`src/rtl/python_timing_gen.sv`:
```
// python_timing_gen: frame/line timing generator and multi-channel test-pattern source.
// Produces o_fval/o_lval framing and a ramp pattern from run-time geometry that is
// latched once per frame, so geometry changes never tear a frame in progress.
//
// Ports:
//   clk            pixel clock, rising-edge logic
//   reset_n        asynchronous active-low reset
//   i_enable       level; high = generate frames back-to-back
//   iv_setup       S: fval-high/lval-low cycles before the first and after the last line
//   iv_line_pix    P: lval-high cycles per line
//   iv_line_hide   H: lval-low cycles between lines
//   iv_frame_line  L: active lines per frame
//   iv_frame_hide  V: fval-low cycles after each frame
//   o_fval         frame valid
//   o_lval         line valid (only while o_fval)
//   ov_pix_data    CHANNEL_NUM pixels of DATA_WIDTH bits, channel k in slice k
//   o_frame_done   one-cycle pulse on the first vertical-blank cycle
module python_timing_gen #(
    parameter int unsigned DATA_WIDTH  = 8,
    parameter int unsigned CHANNEL_NUM = 4,
    parameter int unsigned CNT_WIDTH   = 16
) (
    input  logic                              clk,
    input  logic                              reset_n,
    input  logic                              i_enable,
    input  logic [CNT_WIDTH-1:0]              iv_setup,
    input  logic [CNT_WIDTH-1:0]              iv_line_pix,
    input  logic [CNT_WIDTH-1:0]              iv_line_hide,
    input  logic [CNT_WIDTH-1:0]              iv_frame_line,
    input  logic [CNT_WIDTH-1:0]              iv_frame_hide,
    output logic                              o_fval,
    output logic                              o_lval,
    output logic [DATA_WIDTH*CHANNEL_NUM-1:0] ov_pix_data,
    output logic                              o_frame_done
);

    localparam int unsigned PIX_W = DATA_WIDTH * CHANNEL_NUM;
    localparam logic [CNT_WIDTH-1:0]  CNT_ONE  = CNT_WIDTH'(1);
    localparam logic [DATA_WIDTH-1:0] PIX_STEP = DATA_WIDTH'(CHANNEL_NUM);

    typedef enum logic [2:0] {
        ST_IDLE,
        ST_SETUP,
        ST_LINE,
        ST_HIDE,
        ST_TAIL,
        ST_VBLANK
    } state_t;

    // A zero-length field would make a state vanish; clamp to one cycle instead.
    function automatic logic [CNT_WIDTH-1:0] min_one(input logic [CNT_WIDTH-1:0] v);
        return (v == '0) ? CNT_ONE : v;
    endfunction

    // Pack one clock of pixels: channel k carries base + k.
    function automatic logic [PIX_W-1:0] pix_word(input logic [DATA_WIDTH-1:0] base);
        logic [PIX_W-1:0] w;
        w = '0;
        for (int unsigned k = 0; k < CHANNEL_NUM; k++) begin
            w[k*DATA_WIDTH +: DATA_WIDTH] = base + DATA_WIDTH'(k);
        end
        return w;
    endfunction

    state_t                  r_state;
    logic [CNT_WIDTH-1:0]    r_cnt;
    logic [CNT_WIDTH-1:0]    r_line;
    logic [DATA_WIDTH-1:0]   r_pix_base;

    logic [CNT_WIDTH-1:0]    r_setup;
    logic [CNT_WIDTH-1:0]    r_pix;
    logic [CNT_WIDTH-1:0]    r_hide;
    logic [CNT_WIDTH-1:0]    r_lines;
    logic [CNT_WIDTH-1:0]    r_vhide;

    logic                    r_fval;
    logic                    r_lval;
    logic [PIX_W-1:0]        r_pix_data;
    logic                    r_frame_done;

    logic [CNT_WIDTH-1:0]    w_dur;
    logic                    w_last;
    logic                    w_last_line;
    logic                    w_latch;

    // Length of the current state from the latched geometry.
    always_comb begin
        w_dur = CNT_ONE;
        case (r_state)
            ST_SETUP,
            ST_TAIL:   w_dur = r_setup;
            ST_LINE:   w_dur = r_pix;
            ST_HIDE:   w_dur = r_hide;
            ST_VBLANK: w_dur = r_vhide;
            default:   w_dur = CNT_ONE;
        endcase
    end

    assign w_last      = (r_cnt == (w_dur - CNT_ONE));
    assign w_last_line = (r_line == (r_lines - CNT_ONE));
    // Geometry is captured on exactly the edge that enters SETUP.
    assign w_latch     = i_enable &&
                         ((r_state == ST_IDLE) || ((r_state == ST_VBLANK) && w_last));

    // Per-frame geometry snapshot.
    always_ff @(posedge clk or negedge reset_n) begin
        if (!reset_n) begin
            r_setup <= CNT_ONE;
            r_pix   <= CNT_ONE;
            r_hide  <= CNT_ONE;
            r_lines <= CNT_ONE;
            r_vhide <= CNT_ONE;
        end else if (w_latch) begin
            r_setup <= min_one(iv_setup);
            r_pix   <= min_one(iv_line_pix);
            r_hide  <= min_one(iv_line_hide);
            r_lines <= min_one(iv_frame_line);
            r_vhide <= min_one(iv_frame_hide);
        end
    end

    // Timing FSM; outputs are loaded with the values of the state being entered,
    // so they change on the same edge as the state register.
    always_ff @(posedge clk or negedge reset_n) begin
        if (!reset_n) begin
            r_state      <= ST_IDLE;
            r_cnt        <= '0;
            r_line       <= '0;
            r_pix_base   <= '0;
            r_fval       <= 1'b0;
            r_lval       <= 1'b0;
            r_pix_data   <= '0;
            r_frame_done <= 1'b0;
        end else begin
            r_frame_done <= 1'b0;
            case (r_state)
                ST_IDLE: begin
                    if (i_enable) begin
                        r_state <= ST_SETUP;
                        r_cnt   <= '0;
                        r_line  <= '0;
                        r_fval  <= 1'b1;
                    end
                end

                ST_SETUP: begin
                    if (w_last) begin
                        r_state    <= ST_LINE;
                        r_cnt      <= '0;
                        r_lval     <= 1'b1;
                        r_pix_base <= '0;
                        r_pix_data <= pix_word('0);
                    end else begin
                        r_cnt <= r_cnt + CNT_ONE;
                    end
                end

                ST_LINE: begin
                    if (w_last) begin
                        r_state    <= w_last_line ? ST_TAIL : ST_HIDE;
                        r_cnt      <= '0;
                        r_lval     <= 1'b0;
                        r_pix_data <= '0;
                    end else begin
                        r_cnt      <= r_cnt + CNT_ONE;
                        r_pix_base <= r_pix_base + PIX_STEP;
                        r_pix_data <= pix_word(r_pix_base + PIX_STEP);
                    end
                end

                ST_HIDE: begin
                    if (w_last) begin
                        // Each line's ramp starts at its line index.
                        r_state    <= ST_LINE;
                        r_cnt      <= '0;
                        r_line     <= r_line + CNT_ONE;
                        r_lval     <= 1'b1;
                        r_pix_base <= DATA_WIDTH'(r_line + CNT_ONE);
                        r_pix_data <= pix_word(DATA_WIDTH'(r_line + CNT_ONE));
                    end else begin
                        r_cnt <= r_cnt + CNT_ONE;
                    end
                end

                ST_TAIL: begin
                    if (w_last) begin
                        r_state      <= ST_VBLANK;
                        r_cnt        <= '0;
                        r_fval       <= 1'b0;
                        r_frame_done <= 1'b1;
                    end else begin
                        r_cnt <= r_cnt + CNT_ONE;
                    end
                end

                ST_VBLANK: begin
                    if (w_last) begin
                        r_cnt  <= '0;
                        r_line <= '0;
                        if (i_enable) begin
                            r_state <= ST_SETUP;
                            r_fval  <= 1'b1;
                        end else begin
                            r_state <= ST_IDLE;
                        end
                    end else begin
                        r_cnt <= r_cnt + CNT_ONE;
                    end
                end

                default: begin
                    r_state    <= ST_IDLE;
                    r_cnt      <= '0;
                    r_fval     <= 1'b0;
                    r_lval     <= 1'b0;
                    r_pix_data <= '0;
                end
            endcase
        end
    end

    assign o_fval       = r_fval;
    assign o_lval       = r_lval;
    assign ov_pix_data  = r_pix_data;
    assign o_frame_done = r_frame_done;

endmodule

```
`config.mk`:
```
export PLATFORM = sky130hd
export DESIGN_NAME = python_timing_gen
export DESIGN_NICKNAME = d
export VERILOG_FILES = /design/src/rtl/python_timing_gen.sv
export SDC_FILE = /design/constraint.sdc
export NUM_CORES = 1
export LEC_CHECK = 0
export CORE_ASPECT_RATIO = 1.5
export CORE_MARGIN = 4
export CORE_UTILIZATION = 60
export DETAILED_ROUTE_END_ITERATION = 8
export PLACE_DENSITY_LB_ADDON = 0.2
export SYNTH_ARGS = -nofsm -noshare
export SYNTH_HDL_FRONTEND = slang
export SYNTH_SLANG_ARGS = --single-unit
```
`constraint.sdc`:
```
create_clock -name clk -period 6.2 [get_ports clk]
set_input_delay 0.62 -clock clk [delete_from_list [all_inputs] [get_ports clk]]
set_output_delay 0.62 -clock clk [all_outputs]
set_load 0.02 [all_outputs]
```
# ---- After elaboration in Yosys (flattened, before gate mapping)
# Index checks and enable logic that the tools add are counted.
dict set report op_classes {
  bitwise 2
  n_mux 36
  reduce_logical 22
  n_eq_ne 15
  addsub 11
}
# op count
set op_table {}
lappend op_table {{2-to-1 mux 16 bit} 9}
lappend op_table {{case mux 32 bit (4 select lines)} 1}
lappend op_table {{2-to-1 mux 32 bit} 3}
lappend op_table {{zero test 16 bit} 5}
lappend op_table {{case mux 16 bit (4 select lines)} 1}
lappend op_table {{case mux 16 bit (3 select lines)} 1}
lappend op_table {{adder 16 x 1 -> 16 bit (second input constant)} 2}
lappend op_table {{adder 8 x 2 -> 8 bit (second input constant)} 4}
lappend op_table {{== test 16 bit} 2}
lappend op_table {{case mux 16 bit (2 select lines)} 1}
lappend op_table {{subtractor 16 x 1 -> 16 bit (second input constant)} 2}
lappend op_table {{2-to-1 mux 8 bit} 3}
lappend op_table {{case mux 8 bit (3 select lines)} 1}
lappend op_table {{2-to-1 mux 3 bit} 6}
lappend op_table {{adder 8 x 1 -> 8 bit (second input constant)} 2}
lappend op_table {{case mux 3 bit (5 select lines)} 1}
lappend op_table {{!= test 2 bit (second input constant)} 7}
lappend op_table {{AND reduction 3 bit} 3}
lappend op_table {{adder 8 x 3 -> 8 bit (second input constant)} 1}
lappend op_table {{AND reduction 4 bit} 2}
lappend op_table {{2-to-1 mux 1 bit} 7}
lappend op_table {{== test 3 x 2 -> 1 bit (second input constant)} 2}
lappend op_table {{== test 3 bit (second input constant)} 2}
lappend op_table {{nonzero test 3 bit} 2}
lappend op_table {{other kinds (12)} 16}
dict set report totals {
  elab_cells 99
  ff_bits 158
  output_inout_bits 35
  inputBits 83
}

# ---- Logic depth before layout (Yosys ltp)
dict set report depth {
  ltp_word 8
  depth_mapped 20
  depth_no_buf 13
}

# ---- Worst setup path after synthesis
# No wires, ideal clock.
dict set report synth_path {
  path_type {register to register}
  startpoint {reg r_state[2]}
  endpoint {reg r_lines[1]}
  synth_period_minus_slack_ns 4.175
  n_path_buf 5
  setup_ns 0.125
  t_required_ns 6.075
  path_stages_with_launch 18
  path_slack_ns 2.025
  arrival_time_ns 4.050
  path_cell_list {dfrtp_1 -> buf_4 -> buf_4 -> buf_6 -> a22o_1 -> nand2_1 -> o2111a_1 -> clkbuf_1 -> ha_1 -> o21ai_0 -> a211oi_1 -> nand4_1 -> o31a_1 -> or4_4 -> or3_4 -> o21ai_2 -> buf_2 -> mux2_2}
}
dict set report synth_via {
  elab_chain_cells 8
  word_cells_on_any_way 13
  cone_classes {add/sub: 1; eq/ne: 6; mux: 1; reduce/logical: 5}
}
# item line_no
set synth_lines {}
lappend synth_lines {{from (decl)} 65} ;# state_t r_state;
lappend synth_lines {{from (signal assigned)} 160} ;# r_state <= w_last_line ? ST_TAIL : ST_HIDE;
lappend synth_lines {{== test 3 bit / == test 3 x 1 -> 1 bit (equally long branches)} 89} ;# case (r_state)
lappend synth_lines {{OR reduction 2 bit} 89}
lappend synth_lines {{case mux 16 bit (4 select lines)} 89}
lappend synth_lines {{subtractor 16 x 1 -> 16 bit} 99} ;# assign w_last = (r_cnt == (w_dur - CNT_ONE));
lappend synth_lines {{== test 16 bit} 99}
lappend synth_lines {{logical AND 1 bit} 103} ;# ((r_state == ST_IDLE) || ((r_state == ST_VBLANK) && w_last));
lappend synth_lines {{logical OR 1 bit (*)} 103}
lappend synth_lines {{logical AND 1 bit (*)} 102} ;# assign w_latch = i_enable &&
lappend synth_lines {{to (signal assigned)} 117} ;# r_lines <= min_one(iv_frame_line);
lappend synth_lines {{to (decl)} 73} ;# logic [CNT_WIDTH-1:0] r_lines;
# Mark *: on every way between the ends. The rest lies on a longest branch, timed or not.
# A chain may end at the register's enable or synchronous reset.

# ---- Worst setup path after layout
dict set report layout_path {
  startpoint {reg r_state[1]}
  endpoint {reg r_hide[14]}
}
dict set report layout_via {
  elab_chain_cells 8
  word_cells_on_any_way 13
  cone_classes {add/sub: 1; eq/ne: 6; mux: 1; reduce/logical: 5}
}
# item line_no
set layout_lines {}
lappend layout_lines {{== test 3 bit / == test 3 x 1 -> 1 bit (equally long branches)} 89}
lappend layout_lines {{OR reduction 2 bit} 89}
lappend layout_lines {{case mux 16 bit (4 select lines)} 89}
lappend layout_lines {{subtractor 16 x 1 -> 16 bit} 99}
lappend layout_lines {{== test 16 bit} 99}
lappend layout_lines {{logical AND 1 bit} 103}
lappend layout_lines {{logical OR 1 bit (*)} 103}
lappend layout_lines {{logical AND 1 bit (*)} 102}
lappend layout_lines {{to (signal assigned)} 116} ;# r_hide <= min_one(iv_line_hide);
lappend layout_lines {{to (decl)} 72} ;# logic [CNT_WIDTH-1:0] r_hide;
# Marked as above.

==> results.yml <==
clock_tree:
  clock_latency_ns: 0.43
  cts_root_buf: "clkbuf_16"
  h-tree-depth: 4
  cts_tree: "yes"
  cts_buffer_depth: 2
  post_cts_buffers: 0
  clkTransAtPathRegs_ns: 0.06
  cts_resized: 0
  clock-sinks: 156
  cts_hold_buf: 0
  cts_buffers: 17
synth:
  ys_seq_area_share_pct: 39.9
  syn-instance-count: 988
  synthTopCellsByArea: "dfrtp_1, mux2_2, xor2_1, xnor2_1, mux2_1"
  synth_cell_types: 82
  async_flop_share_pct: 100
  synth.avg_cell_area_um2: 9.92
  synth_top_area_share_pct: 38.6
  ys.flop_type: "dfrtp_1"
  synth_warnings: 0
  synth_fp_nets: 1086
  synth_seq_cells: 156
  synth_area_um2: 9800
  synth_top_cell_by_area: "dfrtp_1"
  synth-edff-count: 0
detailed_routing:
  wire_per_inst_um: 21.1
  routed_wirelength_um: 27200
  postRouteAntennaNets: 0
  drt_iter0_drc: 625
  vias: 8400
  drc_errors: 0
  dr.pass1.iters: 5
  viasPerCell: 6.53
critical_path:
  crit_type: "register to register"
  worstPathArrival_ns: 5.66
  path_max_fanout: 64
  startpoint_type: "register"
  worstPathRequired_ns: 6.51
  crit_path_end_kind: "register"
sta:
  slew_viol_final: 0
  setup_violations: 0
  fin_worst_skew_ns: 0.0108
  fmax_ghz: 0.187
  tns_ns: 0
  tightest_slew_ns: 1.11
  hold_viol: 0
  period_share_pct: 86.3
  relSlewSlack_pct: 25.2
  grt_setup_unrepaired: "false"
  period_needed_ns: 5.35
  worst_slack_ns: 0.849
placed_design:
  dp_slack_ns: 0.968
  dp_hpwl_um: 20000
  port_buffers: 117
  gp_congestion: 0.935
final_layout:
  nets: 1166
  antennaDiodeCount: 0
  drive_above_1_share_pct: 12.7
  area.growth.synth_to_final_pct: 18.8
floorplanning:
  dieArea_um2: 18500
  core_area_um2: 16100
  initial_core_util_pct: 60.8
  die_y_um: 165
  die_w_um: 112
  placementRows: 57
  ios: 118
global_routing:
  grt_max_degree: 99
  grt_pass1_vias: 8509
  grt_overflow: 0
  grt_usage_pct: 30.0
  antenna_found_initial: 0
  grt_pass1_wl_um: 44400
power:
  power_per_cell_area_nw_per_um2: 191
  p_leak_nw: 5.04
  vdd_drop_max_mv: 0.154
job:
  cap_viol_max_count: 0
min_path:
  hp-class: "primary input to asynchronous set/reset pin"
status:
  outcome: "finished, final reports clean"
[layer usage]
metal | up-vias | part of all wire [%] | GRT usage (%)
met1 | 4121 | 38 | 33.7
met4 | 0 | 4.7 | 14.5
met2 | 304 | 53 | 54.9
li1 | 3892 | - | -
met3 | 83 | 4.8 | 5.02
met5 | - | 0 | 0
[critical path, stage by stage (launching register included)]
cell and delay, ns:
dfrtp_1 0.81, buf_4 0.39, nand3b_1 0.19, a21boi_0 0.17
a221oi_2 0.42, ha_1 0.33, o21ai_0 0.17, a211oi_1 0.21
nand4_1 0.15, o31a_1 0.34, or4_4 0.56, or3_4 0.50
o21ai_4 0.23, buf_12 0.32, mux2_2 0.39
[cells in the mapped netlist, types with 8 or more instances]
master	n
mux2_2	67
nand2b_1	10
nor2_1	46
clkbuf_1	34
nor2b_1	9
ha_1	15
mux2i_1	12
a22o_1	13
mux2_1	21
a21oi_1	32
nor4_1	26
buf_2	19
nand3b_1	8
o211ai_1	29
nand3_1	46
xnor2_1	39
or3_1	18
a221o_1	8
o21ai_0	21
nand4_1	15
nor3_1	30
nand4b_1	13
buf_4	8
o31ai_1	9
a31oi_1	24
nand2_1	52
inv_1	23
nor3b_1	10
xor2_1	40
and3_1	13
dfrtp_1	151
[final timing paths]
kind,from,to,slack (ns),depth (start not counted)
hold / removal,reset_n,r_vhide[4],0.27,1
max in group asynchronous,reset_n,r_lines[15],4.65,2
setup / recovery,r_state[1],r_hide[14],0.85,14
setup reg to reg,r_state[1],r_hide[14],0.85,14
min in group clk,ov_pix_data[18],ov_pix_data[18],0.49,1
hold reg to reg,ov_pix_data[18],ov_pix_data[18],0.49,1
[cell families after synthesis]
kind of cell | synth area share [%]
compound gates | 16.3
xor+xnor | 7.23
fa+ha+maj | 1.91
buf+inv | 4.34
flops | 39.9
mux | 11.8
simple gates | 18.6
[cell usage in the layout, fill, tap and decap left out, types with 17 or more instances in the layout]
master | netlist | routed
nor4_1 | 26 | 26
clkbuf_16 | 0 | 17
a31oi_1 | 24 | 24
mux2_1 | 21 | 21
xor2_1 | 40 | 40
or3_1 | 18 | 18
a21oi_1 | 32 | 32
nand2_1 | 52 | 52
o211ai_1 | 29 | 29
o21ai_0 | 21 | 21
inv_1 | 23 | 23
mux2_2 | 67 | 67
clkdlybuf4s50_1 | 0 | 116
nand3_1 | 46 | 46
dfrtp_1 | 151 | 151
nor3_1 | 30 | 29
xnor2_1 | 39 | 39
nor2_1 | 46 | 46
[stage by stage]
step                      hold slack (ns)  std cells  power [mW]  utilization, %  instance area [um^2]
after CTS                           0.314       1287        2.23            72.3                 11600
after detailed placement            0.477       1255        1.13            68.4                 11000
after global placement              0.470       1255        1.13            68.4                 11000
after global routing                0.333       1287        2.28            72.3                 11600
after floorplan                     0.324        988        1.04               -                  9800
final                               0.266       1287        2.22            72.3                 11600
[flip-flops by register name, indices dropped and copies added (netlist names)]
name	count
o_lval	1
r_cnt	16
r_state	3
o_fval	1
r_vhide	16
r_pix	16
ov_pix_data	30
r_hide	16
r_lines	16
r_pix_base	8
r_setup	16
r_line	16
o_frame_done	1
[layout make-up]
type / instances / area [um^2]
fill: 1215 / 4470
tap: 206 / 258
sequential: 156 / 3910
clock buffer: 19 / 433
clock inverter: 13 / 191
timing repair buffer: 131 / 1290
multi-input combinational: 739 / 5480
inverter: 23 / 86.3
[power breakdown]
part           leakage (nW)  switching (mW)  total (mW)  internal, mW
Sequential             2.07               0        1.02          1.02
Clock                 0.305           0.437        1.11         0.677
Combinational          2.66          0.0387      0.0879        0.0492
Total                  5.04           0.476        2.22          1.74
Power figures use the tool's default switching activity.
